<file path="src/rtl/wb_host_arbiter_if.sv">
`default_nettype none
// ============================================================================
// wb_host_arbiter_if : requester-side and Wishbone-side signals of the
//                      two-requester Wishbone host arbiter.
// Revision: 1.0
// ============================================================================
interface wb_host_arbiter_if #(
  parameter int ADR_W = 32
);
  logic             req0_valid;
  logic             req0_we;
  logic [ADR_W-1:0] req0_adr;
  logic [31:0]      req0_dat;
  logic [3:0]       req0_sel;
  logic             req0_done;
  logic [31:0]      req0_rdata;
  logic             req0_err;

  logic             req1_valid;
  logic             req1_we;
  logic [ADR_W-1:0] req1_adr;
  logic [31:0]      req1_dat;
  logic [3:0]       req1_sel;
  logic             req1_done;
  logic [31:0]      req1_rdata;
  logic             req1_err;

  logic             wbm_cyc_o;
  logic             wbm_stb_o;
  logic             wbm_we_o;
  logic [3:0]       wbm_sel_o;
  logic [ADR_W-1:0] wbm_adr_o;
  logic [31:0]      wbm_dat_o;
  logic             wbm_ack_i;
  logic [31:0]      wbm_dat_i;
  logic             busy;

  // Arbiter view: it is the Wishbone master and serves both requesters.
  modport master (
    input  req0_valid, req0_we, req0_adr, req0_dat, req0_sel,
    input  req1_valid, req1_we, req1_adr, req1_dat, req1_sel,
    input  wbm_ack_i, wbm_dat_i,
    output req0_done, req0_rdata, req0_err,
    output req1_done, req1_rdata, req1_err,
    output wbm_cyc_o, wbm_stb_o, wbm_we_o, wbm_sel_o, wbm_adr_o, wbm_dat_o,
    output busy
  );

  // Environment view: requesters plus the Wishbone slave.
  modport slave (
    output req0_valid, req0_we, req0_adr, req0_dat, req0_sel,
    output req1_valid, req1_we, req1_adr, req1_dat, req1_sel,
    output wbm_ack_i, wbm_dat_i,
    input  req0_done, req0_rdata, req0_err,
    input  req1_done, req1_rdata, req1_err,
    input  wbm_cyc_o, wbm_stb_o, wbm_we_o, wbm_sel_o, wbm_adr_o, wbm_dat_o,
    input  busy
  );
endinterface
`default_nettype wire

</file>
<file path="src/rtl/wb_host_arbiter.sv">
`default_nettype none
// ============================================================================
// wb_host_arbiter : round-robin two-requester Wishbone classic master.
//                   Optional bus timeout abort: define WB_HOST_ARB_TIMEOUT_EN.
// Revision: 1.0
// ============================================================================
module wb_host_arbiter #(
  parameter int TIMEOUT_CYCLES = 255,
  parameter int ADR_W          = 32
) (
  input wire                 wb_clk_i,
  input wire                 wb_rst_i,
  wb_host_arbiter_if.master  bus
);

  typedef enum logic [1:0] {
    S_IDLE = 2'd0,
    S_BUS  = 2'd1,
    S_RESP = 2'd2
  } state_t;

  if (TIMEOUT_CYCLES < 1 || TIMEOUT_CYCLES > 65535) begin : g_bad_timeout
    $error("wb_host_arbiter: TIMEOUT_CYCLES out of range 1..65535");
  end

  state_t           r_state;
  state_t           w_state_nxt;
  logic             w_start;
  logic             w_gnt_sel;
  logic             w_ack;
  logic             w_expire;
  logic             w_finish;
  logic [31:0]      w_rdata_cap;
  logic             r_gnt;
  logic             r_last;
  logic             r_we;
  logic [3:0]       r_sel;
  logic [ADR_W-1:0] r_adr;
  logic [31:0]      r_dat;
  logic [31:0]      r_rdata0;
  logic [31:0]      r_rdata1;

  always_ff @(posedge wb_clk_i) begin
    if (wb_rst_i) r_state <= S_IDLE;
    else          r_state <= w_state_nxt;
  end

  always_comb begin
    w_state_nxt = r_state;
    w_start     = 1'b0;
    w_gnt_sel   = r_gnt;
    w_ack       = 1'b0;
    case (r_state)
      S_IDLE: begin
        if (bus.req0_valid || bus.req1_valid) begin
          w_start     = 1'b1;
          // On a tie the requester that did not win last time is served.
          w_gnt_sel   = (bus.req0_valid && bus.req1_valid) ? ~r_last : bus.req1_valid;
          w_state_nxt = S_BUS;
        end
      end
      S_BUS: begin
        if (bus.wbm_ack_i) begin
          w_ack       = 1'b1;
          w_state_nxt = S_RESP;
        end else if (w_expire) begin
          w_state_nxt = S_RESP;
        end
      end
      S_RESP:  w_state_nxt = S_IDLE;
      default: w_state_nxt = S_IDLE;
    endcase
  end

  assign w_finish    = w_ack || w_expire;
  assign w_rdata_cap = w_ack ? bus.wbm_dat_i : 32'h0;

  always_ff @(posedge wb_clk_i) begin
    if (wb_rst_i) begin
      r_gnt    <= 1'b0;
      r_last   <= 1'b1;
      r_we     <= 1'b0;
      r_sel    <= 4'h0;
      r_adr    <= '0;
      r_dat    <= 32'h0;
      r_rdata0 <= 32'h0;
      r_rdata1 <= 32'h0;
    end else begin
      if (w_start) begin
        r_gnt  <= w_gnt_sel;
        r_last <= w_gnt_sel;
        r_we   <= w_gnt_sel ? bus.req1_we  : bus.req0_we;
        r_sel  <= w_gnt_sel ? bus.req1_sel : bus.req0_sel;
        r_adr  <= w_gnt_sel ? bus.req1_adr : bus.req0_adr;
        r_dat  <= w_gnt_sel ? bus.req1_dat : bus.req0_dat;
      end
      if (w_finish) begin
        if (r_gnt) r_rdata1 <= w_rdata_cap;
        else       r_rdata0 <= w_rdata_cap;
      end
    end
  end

`ifdef WB_HOST_ARB_TIMEOUT_EN
  localparam logic [15:0] c_to_last = 16'(TIMEOUT_CYCLES - 1);

  logic [15:0] r_cnt;
  logic        r_err0;
  logic        r_err1;

  // Ack in the expiry cycle takes priority, so expiry requires no ack.
  assign w_expire = (r_state == S_BUS) && !bus.wbm_ack_i && (r_cnt == c_to_last);

  always_ff @(posedge wb_clk_i) begin
    if (wb_rst_i) begin
      r_cnt  <= 16'h0;
      r_err0 <= 1'b0;
      r_err1 <= 1'b0;
    end else begin
      if (w_start)
        r_cnt <= 16'h0;
      else if (r_state == S_BUS && !bus.wbm_ack_i)
        r_cnt <= r_cnt + 16'd1;
      if (w_finish) begin
        if (r_gnt) r_err1 <= ~w_ack;
        else       r_err0 <= ~w_ack;
      end
    end
  end

  assign bus.req0_err = r_err0;
  assign bus.req1_err = r_err1;
`else
  assign w_expire     = 1'b0;
  assign bus.req0_err = 1'b0;
  assign bus.req1_err = 1'b0;
`endif

  assign bus.wbm_cyc_o  = (r_state == S_BUS);
  assign bus.wbm_stb_o  = (r_state == S_BUS);
  assign bus.wbm_we_o   = r_we;
  assign bus.wbm_sel_o  = r_sel;
  assign bus.wbm_adr_o  = r_adr;
  assign bus.wbm_dat_o  = r_dat;
  assign bus.req0_done  = (r_state == S_RESP) && !r_gnt;
  assign bus.req1_done  = (r_state == S_RESP) &&  r_gnt;
  assign bus.req0_rdata = r_rdata0;
  assign bus.req1_rdata = r_rdata1;
  assign bus.busy       = (r_state != S_IDLE);

endmodule
`default_nettype wire

</file>
<file path="src/flat_wrapper.sv">
// flat-port wrapper written by rule: the top's interface ports become plain ports
module wb_host_arbiter_flat 
#(
  parameter int TIMEOUT_CYCLES = 255,
  parameter int ADR_W          = 32
)
  (wb_clk_i, wb_rst_i, bus_req0_valid, bus_req0_we, bus_req0_adr, bus_req0_dat, bus_req0_sel, bus_req1_valid, bus_req1_we, bus_req1_adr, bus_req1_dat, bus_req1_sel, bus_wbm_ack_i, bus_wbm_dat_i, bus_req0_done, bus_req0_rdata, bus_req0_err, bus_req1_done, bus_req1_rdata, bus_req1_err, bus_wbm_cyc_o, bus_wbm_stb_o, bus_wbm_we_o, bus_wbm_sel_o, bus_wbm_adr_o, bus_wbm_dat_o, bus_busy);
  wb_host_arbiter_if #(.ADR_W(ADR_W)) bus_i ();
  input wire wb_clk_i;
  input wire wb_rst_i;
  input wire logic [$bits(bus_i.req0_valid)-1:0] bus_req0_valid;
  input wire logic [$bits(bus_i.req0_we)-1:0] bus_req0_we;
  input wire logic [$bits(bus_i.req0_adr)-1:0] bus_req0_adr;
  input wire logic [$bits(bus_i.req0_dat)-1:0] bus_req0_dat;
  input wire logic [$bits(bus_i.req0_sel)-1:0] bus_req0_sel;
  input wire logic [$bits(bus_i.req1_valid)-1:0] bus_req1_valid;
  input wire logic [$bits(bus_i.req1_we)-1:0] bus_req1_we;
  input wire logic [$bits(bus_i.req1_adr)-1:0] bus_req1_adr;
  input wire logic [$bits(bus_i.req1_dat)-1:0] bus_req1_dat;
  input wire logic [$bits(bus_i.req1_sel)-1:0] bus_req1_sel;
  input wire logic [$bits(bus_i.wbm_ack_i)-1:0] bus_wbm_ack_i;
  input wire logic [$bits(bus_i.wbm_dat_i)-1:0] bus_wbm_dat_i;
  output wire logic [$bits(bus_i.req0_done)-1:0] bus_req0_done;
  output wire logic [$bits(bus_i.req0_rdata)-1:0] bus_req0_rdata;
  output wire logic [$bits(bus_i.req0_err)-1:0] bus_req0_err;
  output wire logic [$bits(bus_i.req1_done)-1:0] bus_req1_done;
  output wire logic [$bits(bus_i.req1_rdata)-1:0] bus_req1_rdata;
  output wire logic [$bits(bus_i.req1_err)-1:0] bus_req1_err;
  output wire logic [$bits(bus_i.wbm_cyc_o)-1:0] bus_wbm_cyc_o;
  output wire logic [$bits(bus_i.wbm_stb_o)-1:0] bus_wbm_stb_o;
  output wire logic [$bits(bus_i.wbm_we_o)-1:0] bus_wbm_we_o;
  output wire logic [$bits(bus_i.wbm_sel_o)-1:0] bus_wbm_sel_o;
  output wire logic [$bits(bus_i.wbm_adr_o)-1:0] bus_wbm_adr_o;
  output wire logic [$bits(bus_i.wbm_dat_o)-1:0] bus_wbm_dat_o;
  output wire logic [$bits(bus_i.busy)-1:0] bus_busy;
  assign bus_i.req0_valid = bus_req0_valid;
  assign bus_i.req0_we = bus_req0_we;
  assign bus_i.req0_adr = bus_req0_adr;
  assign bus_i.req0_dat = bus_req0_dat;
  assign bus_i.req0_sel = bus_req0_sel;
  assign bus_i.req1_valid = bus_req1_valid;
  assign bus_i.req1_we = bus_req1_we;
  assign bus_i.req1_adr = bus_req1_adr;
  assign bus_i.req1_dat = bus_req1_dat;
  assign bus_i.req1_sel = bus_req1_sel;
  assign bus_i.wbm_ack_i = bus_wbm_ack_i;
  assign bus_i.wbm_dat_i = bus_wbm_dat_i;
  assign bus_req0_done = bus_i.req0_done;
  assign bus_req0_rdata = bus_i.req0_rdata;
  assign bus_req0_err = bus_i.req0_err;
  assign bus_req1_done = bus_i.req1_done;
  assign bus_req1_rdata = bus_i.req1_rdata;
  assign bus_req1_err = bus_i.req1_err;
  assign bus_wbm_cyc_o = bus_i.wbm_cyc_o;
  assign bus_wbm_stb_o = bus_i.wbm_stb_o;
  assign bus_wbm_we_o = bus_i.wbm_we_o;
  assign bus_wbm_sel_o = bus_i.wbm_sel_o;
  assign bus_wbm_adr_o = bus_i.wbm_adr_o;
  assign bus_wbm_dat_o = bus_i.wbm_dat_o;
  assign bus_busy = bus_i.busy;
  wb_host_arbiter #(.TIMEOUT_CYCLES(TIMEOUT_CYCLES), .ADR_W(ADR_W)) u_core (.wb_clk_i(wb_clk_i), .wb_rst_i(wb_rst_i), .bus(bus_i));
endmodule
</file>
<file path="config.mk">
export PLATFORM = sky130hd
export DESIGN_NAME = wb_host_arbiter_flat
export DESIGN_NICKNAME = d
export VERILOG_FILES = /design/src/rtl/wb_host_arbiter_if.sv /design/src/rtl/wb_host_arbiter.sv /design/src/flat_wrapper.sv
export SDC_FILE = /design/constraint.sdc
export NUM_CORES = 1
export LEC_CHECK = 0
export BUFFER_PORTS_ARGS = -buffer_cell sky130_fd_sc_hd__buf_2
export CORE_AREA = 2 2 121 123
export CTS_CLUSTER_DIAMETER = 150
export DETAILED_ROUTE_END_ITERATION = 10
export DIE_AREA = 0 0 123 125
export GPL_ROUTABILITY_DRIVEN = 0
export GPL_TIMING_DRIVEN = 0
export PLACE_DENSITY_LB_ADDON = 0.2
export SLEW_MARGIN = 25
export SYNTH_ARGS = -nofsm -noshare
export SYNTH_HDL_FRONTEND = slang
export SYNTH_SLANG_ARGS = --single-unit
export TNS_END_PERCENT = 30
</file>
<file path="constraint.sdc">
create_clock -name wb_clk_i -period 2.07 [get_ports wb_clk_i]
set_clock_uncertainty 0.1 [all_clocks]
set_input_delay 0.414 -clock wb_clk_i [delete_from_list [all_inputs] [get_ports wb_clk_i]]
set_output_delay 0.414 -clock wb_clk_i [all_outputs]
set_load 0.02 [all_outputs]
</file>
Yosys cells after proc, flatten, opt, wreduce, memory -nomap -nowiden. Cells that the tools add are included.

Equal/unequal tests: 4. Multiplexer cells: 14. Bitwise operators: 2. Reductions and logical operators: 10.

Operators by type and width (number): two-way mux 32 bit (2); two-way mux 1 bit (8); AND reduction 2 bit (3); two-way mux 2 bit (2); two-way mux 4 bit (1); one-hot mux 2 bit (2 select lines) (1); logical AND 1 bit (3); == test 2 x 1 -> 1 bit (second input constant) (1); == test 2 bit (second input constant) (1); logical NOT 2 bit (1); != test 2 x 1 -> 1 bit (second input constant) (1); != test 2 bit (second input constant) (1); NOT 1 bit (2); nonzero test 2 bit (1); logical NOT 1 bit (1); logical OR 1 bit (1).

Register bits: 137. Input bits: 175. Output and inout port bits: 140. Logic and storage cells: 39.

Depth between registers and ports, before layout. Gate-level depths: netlist (run 1).

Depth after elaboration: 5. Gate-level depth with buffers: 6. Gate-level depth less buffers: 4.

Worst setup path after synthesis (run 1). Ideal clock, no wire load.

Path kind: register -> output. From: register u_core.r_state[0]. To: output port bus_wbm_stb_o. Arrival time: 1.114 ns. Required time: 1.556 ns. Path slack: 0.442 ns. Cell stages (with the launch flop): 3. Buffers on the path: 1. Path through: dfxtp_1 nor2b_1 buf_4.

Cells in the longest elaborated chain, start to end: 1.

Ends and longest elaborated chain: start: declaration (line wb_host_arbiter.sv:26) `state_t r_state;`; start signal: assignment (line wb_host_arbiter.sv:45) `else r_state <= w_state_nxt;`; == test 2 x 1 -> 1 bit; end: declaration (line flat_wrapper.sv:30) `output wire logic [$bits(bus_i.wbm_stb_o)-1:0] bus_wbm_stb_o;`.

Every way passes these cells.

Final worst setup path (run 1).
From: register u_core.r_state[0]. To: output port bus_wbm_stb_o.

Cells in the longest elaborated chain, start to end: 1.

Ends and longest elaborated chain: == test 2 x 1 -> 1 bit (line wb_host_arbiter.sv:140) `assign bus.wbm_stb_o = (r_state == S_BUS);`.

Every way passes these cells.

==> flow_summary.ini, run 1 <==
[yosys]
synth_compound_area_share_pct = 23.49
synth_edf_count = 0
synthXorXnorAreaFrac_pct = 0
synthSimpleGateAreaFrac_pct = 25.79
synth_top_family_by_area = simple AND/OR/NAND/NOR gates
synth_area_um2 = 6340
seq_area_frac_synth_pct = 43.26
synth_mux_area_share_pct = 0
yosysTopAreaCell = dfxtp_1
synthAdderAreaFrac_pct = 0
ys.flop_type = dfxtp_1
netlist_top_cells_count = 137 x dfxtp_1, 135 x a21oi_1, 128 x nand2_1
synth-seq-cells = 137
synth_top_cell_area_share_pct = 43.26
synth_most_common_cell = dfxtp_1
avgSynthCellArea_um2 = 8.709
synthArstFlopShare_pct = 0
synth.area.top_cells = dfxtp_1 43%, a21oi_1 11%, nor4b_1 9.4%, nand2_1 7.6%, nor4_1 6.8%
ys_types = 30
netlist_instances = 728
yosys_warnings = 0

[worst_hold_path]
hold_depth = 3
hold_start = bus_wbm_dat_i[14]
hold_path_class = in2reg

[cts]
cts_tree = yes
cts_num_sinks = 137
clock_latency_ns = 0.41
path_clk_slew_ns = 0.06
htreeDepth = 4
clock_path_buffers = 2
cts_made_buffers = 17
clock_tree.root_cell = clkbuf_16

[drt]
wirelength_um = 22760
drt_iter0_markers = 509
wl_per_cell_um = 18.09
drc_errors = 0
dr_total_vias = 7166
drt-pass1-iter-count = 5
ant_nets = 0
viasPerCell = 5.696

[placement]
dpl_cell_area_um2 = 8130
hpwl_um = 16800
pre_cts_ws_ns = 0.08377
portBuffers = 311

[floorplanning]
fp-row-count = 44
die_h_um = 125
die-area_um2 = 15380
ios = 315
core-area_um2 = 14200
chipWidth_um = 123
start_util_pct = 44.64

[run_status]
outcome = completed

[power_and_ir_drop]
power_frac_clock_pct = 40.5
switching_power_mw = 2.322
p_leak_nw = 3.607
powerDensity_nw_per_um2 = 882.3
pwr-share-seq_pct = 38.3
internal_power_mw = 5.394
switching_share_pct = 30.09
combPwrFrac_pct = 21.2
peakVddDrop_mv = 0.5046

[timing]
fin_ws_ns = 0.1236
rsz0062_at_grt = false
tightest_slew_ns = 0.7341
min_period_ns = 1.946
tns_ns = 0
max_freq_mhz = 513.8
fin_crit_sh_pct = 94.03
slew_headroom_pct = 51.06
hold_viol_final = 0
final-setup-viol-count = 0
whs_ns = 0.1443
maxSlewViolCount = 0

[finish]
drive_above_1_share_pct = 38.53
finalInstanceArea_um2 = 8746
area_growth_pct = 37.95
nNetsFinal = 1234
multi_input_area_um2 = 3132
fill_cells = 1324
seqCellArea_um2 = 2745

[global_routing]
grt_pass1_vias = 6759
grt-ovfl-total = 0
grt_pass1_wl_um = 34780
grt_use_total_pct = 28.58
grt_max_degree = 20
antenna_found_initial = 1

[job]
max_cap_violations = 0

[critical_path]
crit_path_end_kind = output pin
cp.arrival_ns = 1.43
cpPeakStageDelay_ns = 0.40
crit_start = u_core.r_state[0]
cp-endpoint = bus_wbm_stb_o
crit_cells = 3
cp_top_family = flip-flops
r2r.worst_path.cells = 6
crit_buf_inv = 2
timing_worst_setup_path_type = reg2out
cp_max_fo = 8
rrSetupSlack_ns = 0.20
worstPathRequired_ns = 1.56
start_kind = flip-flop
crit_chain = nor2b_1 > buf_4 > buf_2
r2r-end = u_core.bus.wbm_adr_o[13]
reg2reg_from = u_core.r_last
critPathSlowestCell = dfxtp_2
worst min-delay path, cell delays in order:
cell and delay (ns):
buf_2 0.10, nand2_1 0.05, a21oi_1 0.05
worst min-delay path by stage:
stage                                     end
global route        u_core.bus.req0_rdata[27]
CTS                 u_core.bus.req1_rdata[14]
detailed placement   u_core.bus.req1_rdata[3]
global placement    u_core.bus.req1_rdata[17]
floorplan                        u_core.r_gnt
finish              u_core.bus.req1_rdata[14]
final cells by class:
type / instances / share of cell area [%]
Clock buffer: 21 / 5.265
Sequential cell: 137 / 31.39
Antenna cell: 2 / 0.05722
Timing Repair Buffer: 312 / 17.88
Tap cell: 184 / 2.632
Multi-Input combinational cell: 488 / 35.81
Inverter: 3 / 0.1288
Clock inverter: 11 / 1.660
Buffer: 100 / 5.179
registers in the layout, indices dropped and copies added (netlist names):
signal                 count
u_core.bus.wbm_dat_o      32
u_core.r_state             2
u_core.bus.wbm_we_o        1
u_core.r_gnt               1
u_core.bus.req1_rdata     32
u_core.bus.wbm_adr_o      32
u_core.r_last              1
u_core.bus.wbm_sel_o       4
u_core.bus.req0_rdata     32
metrics by stage:
step	power [mW]	utilization [%]	instances
2_1_floorplan	4.000	-	729
3_3_place_gp	4.617	57.24	1224
3_5_place_dp	4.630	57.24	1224
4_1_cts	7.733	61.54	1256
5_1_grt	8.020	61.54	1256
6_report	7.716	61.58	1258
placed cells by master, fill, tap and decap left out, types with 3 or more instances in the layout:
cell type,instances
buf_2,340
a21oi_1,135
dfxtp_1,135
nand2_1,128
nor4_1,69
nor4b_1,68
clkbuf_1,65
a2111oi_0,40
a2111oi_2,28
clkbuf_16,17
buf_6,4
buf_4,4
nor3b_1,3
clkinv_2,3
clkinvlp_4,3
bufinv_16,3
routing by layer:
layer | up-vias | wire length, um | track usage, %
li1 | 3429 | - | -
met1 | 3327 | 9042 | 34.63
met2 | 348 | 10900 | 47.19
met3 | 60 | 2044 | 7.710
met4 | 2 | 757 | 12.50
met5 | - | 11 | 0
repair_timing:
action,CTS,global route
buffers inserted,1,0
hold buffers,0,0
endpoints found under the setup margin,1,0
resized for setup,2,0
cells by family (layout without fill, tap and decap cells):
family          count (synthesis)  after routing
simple gates                  280            280
compound gates                206            206
flops                         137            137
buf+inv                       104            447
other cells                     1              4
power by group through the flow:
stage	clock, mW	sequential, mW	combinational [mW]
floorplan	0	3.25	0.751
global placement	0	3.00	1.61
detailed placement	0	3.01	1.62
CTS	3.15	2.95	1.63
global route	3.27	2.98	1.77
finish	3.12	2.96	1.64
(Power assumes the default switching activity.)
==> run 2: changes to the inputs <==
--- a/config.mk
+++ b/config.mk
@@ -6,10 +6,10 @@
 export NUM_CORES = 1
 export LEC_CHECK = 0
 export BUFFER_PORTS_ARGS = -buffer_cell sky130_fd_sc_hd__buf_2
-export CORE_AREA = 2 2 121 123
+export CORE_AREA = 2 2 126 128
 export CTS_CLUSTER_DIAMETER = 150
 export DETAILED_ROUTE_END_ITERATION = 10
-export DIE_AREA = 0 0 123 125
+export DIE_AREA = 0 0 128 130
 export GPL_ROUTABILITY_DRIVEN = 0
 export GPL_TIMING_DRIVEN = 0
 export PLACE_DENSITY_LB_ADDON = 0.2
==> constraint.sdc (replaced) <==
create_clock -name wb_clk_i -period 1.7 [get_ports wb_clk_i]
set_clock_uncertainty 0.1 [all_clocks]
set_input_delay 0.34 -clock wb_clk_i [delete_from_list [all_inputs] [get_ports wb_clk_i]]
set_output_delay 0.34 -clock wb_clk_i [all_outputs]
set_load 0.02 [all_outputs]
==> run 2 against run 1 <==
Effect of this change: critical path depth stayed put; global-route usage is 1.1 points lower; the flow now finishes with violations (negative setup slack); largest cell class unchanged; sequential cell count stayed put; count of clock-buffer cells in the layout is 2 lower; power is 31% higher; core utilization is 2.5 points higher.
==> flow_summary.ini, run 2 (same netlist as run 1, synthesis figures left out) <==
[cts]
cts_made_buffers = 17
cts_tree = yes
path_clk_slew_ns = 0.06
clock_latency_ns = 0.42
cts_num_sinks = 137
clock_path_buffers = 2
htreeDepth = 4
ctsHoldBuffers = 0
clock_tree.root_cell = clkbuf_16

[floorplanning]
chipWidth_um = 128
die-area_um2 = 16640
fp-row-count = 46
die_h_um = 130
ios = 315
core-area_um2 = 15420
start_util_pct = 41.10

[global_routing]
grt_use_total_pct = 27.49
antenna_found_initial = 2
grt_pass1_wl_um = 36180
grt_max_degree = 17
grt_pass1_vias = 6889
grt-ovfl-total = 0

[timing]
min_period_ns = 1.828
max_freq_mhz = 547.1
final-setup-viol-count = 24
slew_headroom_pct = 30.40
fin_crit_sh_pct = 107.5
maxSlewViolCount = 0
hold_viol_final = 0
rsz0062_at_grt = true
fin_ws_ns = -0.1278
tns_ns = -0.8045
tightest_slew_ns = 1.044
whs_ns = 0.06815

[critical_path]
r2r-end = u_core.bus.wbm_dat_o[4]
cp_max_fo = 4
reg2reg_from = u_core.r_state[1]
cp.arrival_ns = 1.39
cp-endpoint = bus_wbm_stb_o
rrSetupSlack_ns = -0.07
timing_worst_setup_path_type = reg2out
worstPathRequired_ns = 1.26
crit_start = u_core.r_state[0]
start_kind = flip-flop
r2r.worst_path.cells = 7
crit_path_end_kind = output pin

[job]
max_cap_violations = 0

[drt]
drt_iter0_markers = 444
dr_total_vias = 7320
drc_errors = 0
wirelength_um = 24820
drt-pass1-iter-count = 4
viasPerCell = 5.750
ant_nets = 0
wl_per_cell_um = 19.50

[finish]
fill_cells = 1339
drive_above_1_share_pct = 48.01
nNetsFinal = 1241
finish.utilization_pct = 64.04
final_common_cell = buf_2
finalInstanceArea_um2 = 9878
final_cell_mix = 328 x buf_2, 135 x a21oi_1, 135 x dfxtp_1
area_growth_pct = 55.81

[power_and_ir_drop]
p_leak_nw = 3.942
powerDensity_nw_per_um2 = 1023
peakVddDrop_mv = 0.6590

[placement]
hpwl_um = 16800
dpl_cell_area_um2 = 8140
pre_cts_ws_ns = -0.2716
portBuffers = 311

[run_status]
outcome = finished with violations
violations = negative setup slack

[worst_hold_path]
hold_path_class = in2reg
[run 2: report_power, final]
part / internal (mW) / leakage [nW] / switching, mW
combinational: 0.931 / 2.51 / 1.52
clock: 2.55 / 0.307 / 1.49
sequential: 3.46 / 1.13 / 0.142
[run 2: final cells by class]
cell class | instances | area, um2 | share of cell area (%)
Antenna cell | 2 | 5.005 | 0.05066
Tap cell | 192 | 240.2 | 2.432
Timing Repair Buffer | 318 | 1622 | 16.42
Clock buffer | 19 | 452.9 | 4.585
Inverter | 3 | 11.26 | 0.1140
Multi-Input combinational cell | 488 | 4009 | 40.58
Buffer | 101 | 596.8 | 6.042
Sequential cell | 137 | 2750 | 27.84
Clock inverter | 13 | 191.4 | 1.938
[run 2: repair_timing]
item | CTS | global route
gates resized for setup | 102 | 131
setup buffers | 6 | 1
pin swaps | 2 | 4
endpoints found under the setup margin | 76 | 75
[run 2: metal layers]
layer | share of wire [%] | up-vias | wire (um) | GRT usage (%)
met5 | 0.048 | - | 12 | 0
met4 | 2.6 | 2 | 636 | 9.502
met3 | 6.5 | 57 | 1614 | 6.232
met2 | 49 | 324 | 12230 | 47.81
met1 | 42 | 3483 | 10330 | 33.70
li1 | - | 3454 | - | -
[run 2: worst max-delay path, stage by stage (launching register included)]
cell and delay, ns:
dfxtp_4 0.36, nor2b_1 0.30, buf_4 0.16, buf_2 0.15
[run 2: how the worst min path moves through the flow]
stage	slack, ns	depth (start not counted)	endpoint	start
2_1_floorplan	0.38	2	u_core.bus.req0_rdata[0]	bus_wbm_dat_i[0]
3_5_place_dp	0.34	2	u_core.bus.req1_rdata[0]	u_core.bus.req1_rdata[0]
3_3_place_gp	0.34	2	u_core.bus.req1_rdata[15]	u_core.bus.req1_rdata[15]
6_report	0.07	3	u_core.bus.req1_rdata[5]	bus_wbm_dat_i[5]
5_1_grt	0.07	3	u_core.bus.req1_rdata[29]	bus_wbm_dat_i[29]
4_1_cts	0.06	3	u_core.bus.req1_rdata[5]	bus_wbm_dat_i[5]
[run 2: through the flow]
stage	cells	power, mW
after floorplan	729	4.870
after global placement	1232	5.637
after detailed placement	1232	5.646
after CTS	1270	9.859
after global routing	1271	10.45
final	1273	10.10
